<file path="src/rtl/axi_sram_responder.sv">
// Single-beat AXI target serving writes and reads from a synchronous single-port SRAM.
// Requests outside the [BASE, BASE + 4*2^MEM_AW) window get SLVERR and never strobe the SRAM.
module axi_sram_responder #(
    parameter int unsigned ID_W   = 4,
    parameter int unsigned MEM_AW = 10,
    parameter logic [31:0] BASE   = 32'h0000_0000
) (
    input  logic              ACLK,
    input  logic              ARESETn,
    input  logic [ID_W-1:0]   AWID,
    input  logic [31:0]       AWADDR,
    input  logic              AWVALID,
    output logic              AWREADY,
    input  logic [31:0]       WDATA,
    input  logic [3:0]        WSTRB,
    input  logic              WVALID,
    output logic              WREADY,
    output logic [ID_W-1:0]   BID,
    output logic [1:0]        BRESP,
    output logic              BVALID,
    input  logic              BREADY,
    input  logic [ID_W-1:0]   ARID,
    input  logic [31:0]       ARADDR,
    input  logic              ARVALID,
    output logic              ARREADY,
    output logic [ID_W-1:0]   RID,
    output logic [31:0]       RDATA,
    output logic [1:0]        RRESP,
    output logic              RVALID,
    input  logic              RREADY,
    output logic [MEM_AW-1:0] addr,
    output logic [31:0]       dataOut,
    output logic [3:0]        en,
    output logic              we,
    output logic              cs,
    input  logic [31:0]       dataIn
);

    localparam logic [31:0] WIN_BYTES = 32'd4 << MEM_AW;
    localparam logic [1:0]  RESP_OKAY = 2'b00;
    localparam logic [1:0]  RESP_SLV  = 2'b10;

    typedef enum logic [2:0] {
        S_IDLE,
        S_WR,
        S_RD_REQ,
        S_RD_CAP,
        S_B_HOLD,
        S_R_HOLD
    } state_e;

    state_e            state_q, state_d;
    logic              last_rd_q, last_rd_d;

    logic              aw_full_q, aw_full_d;
    logic [ID_W-1:0]   aw_id_q;
    logic [31:0]       aw_addr_q;
    logic              w_full_q, w_full_d;
    logic [31:0]       w_data_q;
    logic [3:0]        w_strb_q;
    logic              ar_full_q, ar_full_d;
    logic [ID_W-1:0]   ar_id_q;
    logic [31:0]       ar_addr_q;

    logic [ID_W-1:0]   bid_q;
    logic [1:0]        bresp_q;
    logic [ID_W-1:0]   rid_q;
    logic [31:0]       rdata_q;
    logic [1:0]        rresp_q;

    logic              aw_hs, w_hs, ar_hs;
    logic              wr_elig, rd_elig, grant_wr, grant_rd;
    logic              arb, aw_clr, ar_clr, b_load, r_load;
    logic [31:0]       aw_off, ar_off;
    logic              aw_in_win, ar_in_win;

    assign AWREADY = !aw_full_q;
    assign WREADY  = !w_full_q;
    assign ARREADY = !ar_full_q;

    assign aw_hs = AWVALID && !aw_full_q;
    assign w_hs  = WVALID  && !w_full_q;
    assign ar_hs = ARVALID && !ar_full_q;

    // Eligibility includes this cycle's handshakes so a request accepted at T is served at T+1.
    assign wr_elig  = (aw_full_q || aw_hs) && (w_full_q || w_hs);
    assign rd_elig  = ar_full_q || ar_hs;
    assign grant_wr = wr_elig && (!rd_elig || last_rd_q);
    assign grant_rd = rd_elig && !grant_wr;

    assign aw_off    = aw_addr_q - BASE;
    assign ar_off    = ar_addr_q - BASE;
    assign aw_in_win = aw_off < WIN_BYTES;
    assign ar_in_win = ar_off < WIN_BYTES;

    assign BVALID = (state_q == S_B_HOLD);
    assign RVALID = (state_q == S_R_HOLD);
    assign BID    = bid_q;
    assign BRESP  = bresp_q;
    assign RID    = rid_q;
    assign RDATA  = rdata_q;
    assign RRESP  = rresp_q;

    always_comb begin
        state_d   = state_q;
        last_rd_d = last_rd_q;
        arb       = 1'b0;
        aw_clr    = 1'b0;
        ar_clr    = 1'b0;
        b_load    = 1'b0;
        r_load    = 1'b0;
        cs        = 1'b0;
        we        = 1'b0;
        en        = '0;
        addr      = '0;
        dataOut   = '0;
        unique case (state_q)
            S_IDLE: arb = 1'b1;
            S_WR: begin
                if (aw_in_win) begin
                    cs      = 1'b1;
                    we      = 1'b1;
                    en      = w_strb_q;
                    addr    = aw_off[MEM_AW+1:2];
                    dataOut = w_data_q;
                end
                aw_clr  = 1'b1;
                b_load  = 1'b1;
                state_d = S_B_HOLD;
            end
            S_RD_REQ: begin
                if (ar_in_win) begin
                    cs   = 1'b1;
                    en   = '1;
                    addr = ar_off[MEM_AW+1:2];
                end
                state_d = S_RD_CAP;
            end
            S_RD_CAP: begin
                r_load  = 1'b1;
                ar_clr  = 1'b1;
                state_d = S_R_HOLD;
            end
            // The handshake cycle doubles as the IDLE decision so back-to-back writes reach 1 per 2 cycles.
            S_B_HOLD: arb = BREADY;
            S_R_HOLD: arb = RREADY;
            default:  state_d = S_IDLE;
        endcase
        if (arb) begin
            state_d = S_IDLE;
            if (grant_wr) begin
                state_d   = S_WR;
                last_rd_d = 1'b0;
            end else if (grant_rd) begin
                state_d   = S_RD_REQ;
                last_rd_d = 1'b1;
            end
        end
    end

    always_comb begin
        aw_full_d = aw_hs ? 1'b1 : (aw_clr ? 1'b0 : aw_full_q);
        w_full_d  = w_hs  ? 1'b1 : (aw_clr ? 1'b0 : w_full_q);
        ar_full_d = ar_hs ? 1'b1 : (ar_clr ? 1'b0 : ar_full_q);
    end

    always_ff @(posedge ACLK or negedge ARESETn) begin
        if (!ARESETn) begin
            state_q   <= S_IDLE;
            last_rd_q <= 1'b1;
            aw_full_q <= 1'b0;
            w_full_q  <= 1'b0;
            ar_full_q <= 1'b0;
        end else begin
            state_q   <= state_d;
            last_rd_q <= last_rd_d;
            aw_full_q <= aw_full_d;
            w_full_q  <= w_full_d;
            ar_full_q <= ar_full_d;
        end
    end

    always_ff @(posedge ACLK or negedge ARESETn) begin
        if (!ARESETn) begin
            aw_id_q   <= '0;
            aw_addr_q <= '0;
            w_data_q  <= '0;
            w_strb_q  <= '0;
            ar_id_q   <= '0;
            ar_addr_q <= '0;
        end else begin
            if (aw_hs) begin
                aw_id_q   <= AWID;
                aw_addr_q <= AWADDR;
            end
            if (w_hs) begin
                w_data_q <= WDATA;
                w_strb_q <= WSTRB;
            end
            if (ar_hs) begin
                ar_id_q   <= ARID;
                ar_addr_q <= ARADDR;
            end
        end
    end

    always_ff @(posedge ACLK or negedge ARESETn) begin
        if (!ARESETn) begin
            bid_q   <= '0;
            bresp_q <= '0;
            rid_q   <= '0;
            rdata_q <= '0;
            rresp_q <= '0;
        end else begin
            if (b_load) begin
                bid_q   <= aw_id_q;
                bresp_q <= aw_in_win ? RESP_OKAY : RESP_SLV;
            end
            if (r_load) begin
                rid_q   <= ar_id_q;
                rdata_q <= ar_in_win ? dataIn : '0;
                rresp_q <= ar_in_win ? RESP_OKAY : RESP_SLV;
            end
        end
    end

endmodule

</file>
<file path="config.mk">
export PLATFORM = sky130hd
export DESIGN_NAME = axi_sram_responder
export DESIGN_NICKNAME = d
export VERILOG_FILES = /design/src/rtl/axi_sram_responder.sv
export SDC_FILE = /design/constraint.sdc
export NUM_CORES = 1
export LEC_CHECK = 0
export CAP_MARGIN = 10
export CORE_UTILIZATION = 47
export DETAILED_ROUTE_END_ITERATION = 6
export PLACE_DENSITY_LB_ADDON = 0.1
export SYNTH_ARGS = -nofsm -noshare
export SYNTH_HDL_FRONTEND = slang
export SYNTH_SLANG_ARGS = --single-unit
export TNS_END_PERCENT = 5
</file>
<file path="constraint.sdc">
create_clock -name ACLK -period 3.69 [get_ports ACLK]
set_input_delay 0.738 -clock ACLK [delete_from_list [all_inputs] [get_ports ACLK]]
set_output_delay 0.738 -clock ACLK [all_outputs]
set_load 0.01 [all_outputs]
</file>
==> summary.txt <==
Drt
  – Final wirelength: 15700 um
  – Top sig layer: met4
  – Post-route ant nets: 0
  – Residual DRC count: 0
  – Met2 WL: 7620 um
  – DRT Pass-1 Iters: 5
  – Total number of vias: 4622
  – M1 wire length: 6650 um
  – 1st-iter DRT viols: 212
  – Post-DR vias/cell: 5.23
  – Avg WL per Cell: 17.7 um
  – DR WL met3: 1010 um

Floorplan
  – Num rows: 42
  – Die X-Extent: 118 um
  – Die H: 118 um
  – Initial cell density of the core: 48.1%
  – IO Pins: 244
  – Die area: 14000 um^2
  – Core area: 13200 um^2

Setup path
  – Reg2Reg Setup Slack: 1.74 ns
  – Critical R2R Launch: ar_addr_q[18]
  – Startpoint class of the critical path: flip-flop
  – Reg-to-reg endpoint: RDATA[18]
  – CP required: 2.95 ns
  – Crit Path Max Fanout: 36
  – Number of cells on the worst reg-to-reg path: 6
  – Arr. time, crit path: 2.80 ns
  – Crit Path Class: flip-flop to primary output
  – Crit. End Element: primary output

Final layout
  – Utilization after layout: 72.3%
  – Fraction of layout cells with a size suffix above 1: 8.76%
  – Most common cell after layout, fill and taps aside: clkdlybuf4s50_1
  – Post-layout nets: 842
  – Antenna diode count: 0
  – Final instance area: 9540 um^2
  – FILL cells: 956
  – Most frequent cells in the layout: clkdlybuf4s50_1, dfrtp_1, mux2_1
  – Post-Layout Cell Count: 884
  – Layout area overhead: 50.5%

Timing
  – Fin crit period: 3.54 ns
  – Worst-margin pin slew: 0.668 ns
  – Final setup TNS: 0 ns
  – Fin. Hold Viols: 0
  – Max frequency: 0.283 GHz
  – RSZ-0062 raised after global routing: no
  – Skew final: 0.00580 ns
  – Tcrit/Tclk final: 95.9%
  – Final Setup Violations: 0
  – Worst hold slack: 0.307 ns
  – Worst Slack Setup Final: 0.153 ns
  – Worst-case headroom to the max-slew limit: 55.5%
  – Slew Limit Fails: 0

Clock tree
  – Inserted Clock Buffers: 17
  – Post-CTS Hold Fix Bufs: 0
  – Cts repair resizes: 0
  – Root Driver: clkbuf_16
  – CTS tree: yes
  – Worst-path clk slew: 0.06 ns
  – Post-CTS Setup Inserts: 0
  – H-tree lvl count: 4
  – Clock Sinks: 153
  – Clk_lat worst skew: 0.42 ns
  – Clk buf depth: 2

Placed design
  – Place WS: 0.601 ns
  – GPL Wtd Cong: 0.808
  – Placed Area: 8900 um^2
  – Detail Placement HPWL: 11000 um
  – Inst Count DP: 852
  – IO buf count: 237

Outcome
  – Status: completed

Logic synthesis
  – Average size of a mapped cell: 13.8 um^2
  – Most used DFF post-synth: dfrtp_1
  – Gate Count Post-Synth: 459
  – Post-synthesis cell area: 6340 um^2
  – Post-synth EDFFs: 0
  – Yosys warnings: 0
  – Post-synth ARST share: 100%
  – Register area share after synthesis: 60.4%
  – Synth cell types: 37
  – Register bit count reported by yosys: 153

Global route
  – Largest net degree at the start of global routing: 72
  – Global-route wire length before repair: 25600 um
  – Number of global-route vias before repair: 4881
  – Global route overflow: 0
  – Initial antenna violation count: 0
  – Gr usage total: 23.8%

Pwr
  – Leakage: 4.11 nW
  – Maximum resistive drop on vdd: 0.359 mV
  – Power Total: 5.90 mW
  – Cell Pwr Density: 619 nW/um^2

Hold path
  – Hold WC Path Type: input pin to async pin

Job
  – Max Cap Violations: 0
-- report_power, final --
part / switching [mW] / leakage (nW) / internal, mW
logic: 0.558 / 1.93 / 0.794
clock network: 0.696 / 0.303 / 1.15
registers: 0.351 / 1.87 / 2.35
-- registers in the layout, indices dropped and copies added, names as in the netlist --
register	count
BID	4
w_full_q	1
RID	4
aw_addr_q	30
state_q	3
BRESP	1
ar_addr_q	30
w_strb_q	4
last_rd_q	1
RRESP	1
ar_full_q	1
aw_full_q	1
aw_id_q	4
w_data_q	32
ar_id_q	4
RDATA	32
-- layer usage --
metal / up-vias / GRT usage, %
li1: 2134 / -
met1: 2276 / 29.1
met2: 182 / 39.2
met3: 30 / 6.81
met4: 0 / 10.7
met5: - / 0
-- Yosys cell counts, types with 2 or more instances --
library cell  number  area, um^2
nor3_1             3        15.0
nand3_1           23         115
buf_6              3        33.8
a31o_1             4        35.0
and3_1            32         200
buf_2             16        80.1
a211oi_1           2        15.0
inv_2              2        7.51
or4_1              2        15.0
dfrtp_1          152        3800
nor2b_1            4        25.0
inv_1              6        22.5
mux2_1           112        1260
buf_4              4        30.0
a21oi_1            3        15.0
nor2_1            11        41.3
or4_4              2        22.5
o21ai_1           10        50.1
nor4_1             6        37.5
nor3b_1            2        15.0
a22o_1            32         280
clkbuf_1          13        48.8
-- how the worst max path moves through the flow --
stage,start,slack [ns],cells past startpoint,to
after detailed placement,state_q[0],0.60,5,en[0]
after CTS,state_q[0],0.13,5,en[0]
after global routing,state_q[0],0.02,5,en[0]
after floorplan,ar_addr_q[30],1.32,4,addr[0]
final,state_q[0],0.15,5,en[1]
after global placement,state_q[0],0.62,5,en[0]
-- cell families after synthesis --
logic type / after synthesis / share of synthesized area (%)
compound gates: 58 / 7.26
buf+inv: 44 / 3.51
flops: 153 / 60.4
mux: 112 / 19.9
other cells: 1 / 0.0592
simple gates: 91 / 8.84
-- final cells by class --
cell class                 count  area (um^2)  share of cell area (%)
clock inverter                14          196                    2.06
multi-input combinational    263         2310                    24.2
clock buffer                  18          439                    4.61
tap                          176          220                    2.31
inverter                       8         30.0                   0.315
timing repair buffer         252         2510                    26.3
sequential                   153         3830                    40.2
-- critical path, cell delays in order (launching register included) --
cell,delay (ns)
dfrtp_1,0.49
nor3b_4,0.32
and4_1,0.56
buf_12,0.24
a31o_1,0.16
clkdlybuf4s50_1,0.59
Power figures use the tool's default switching activity.
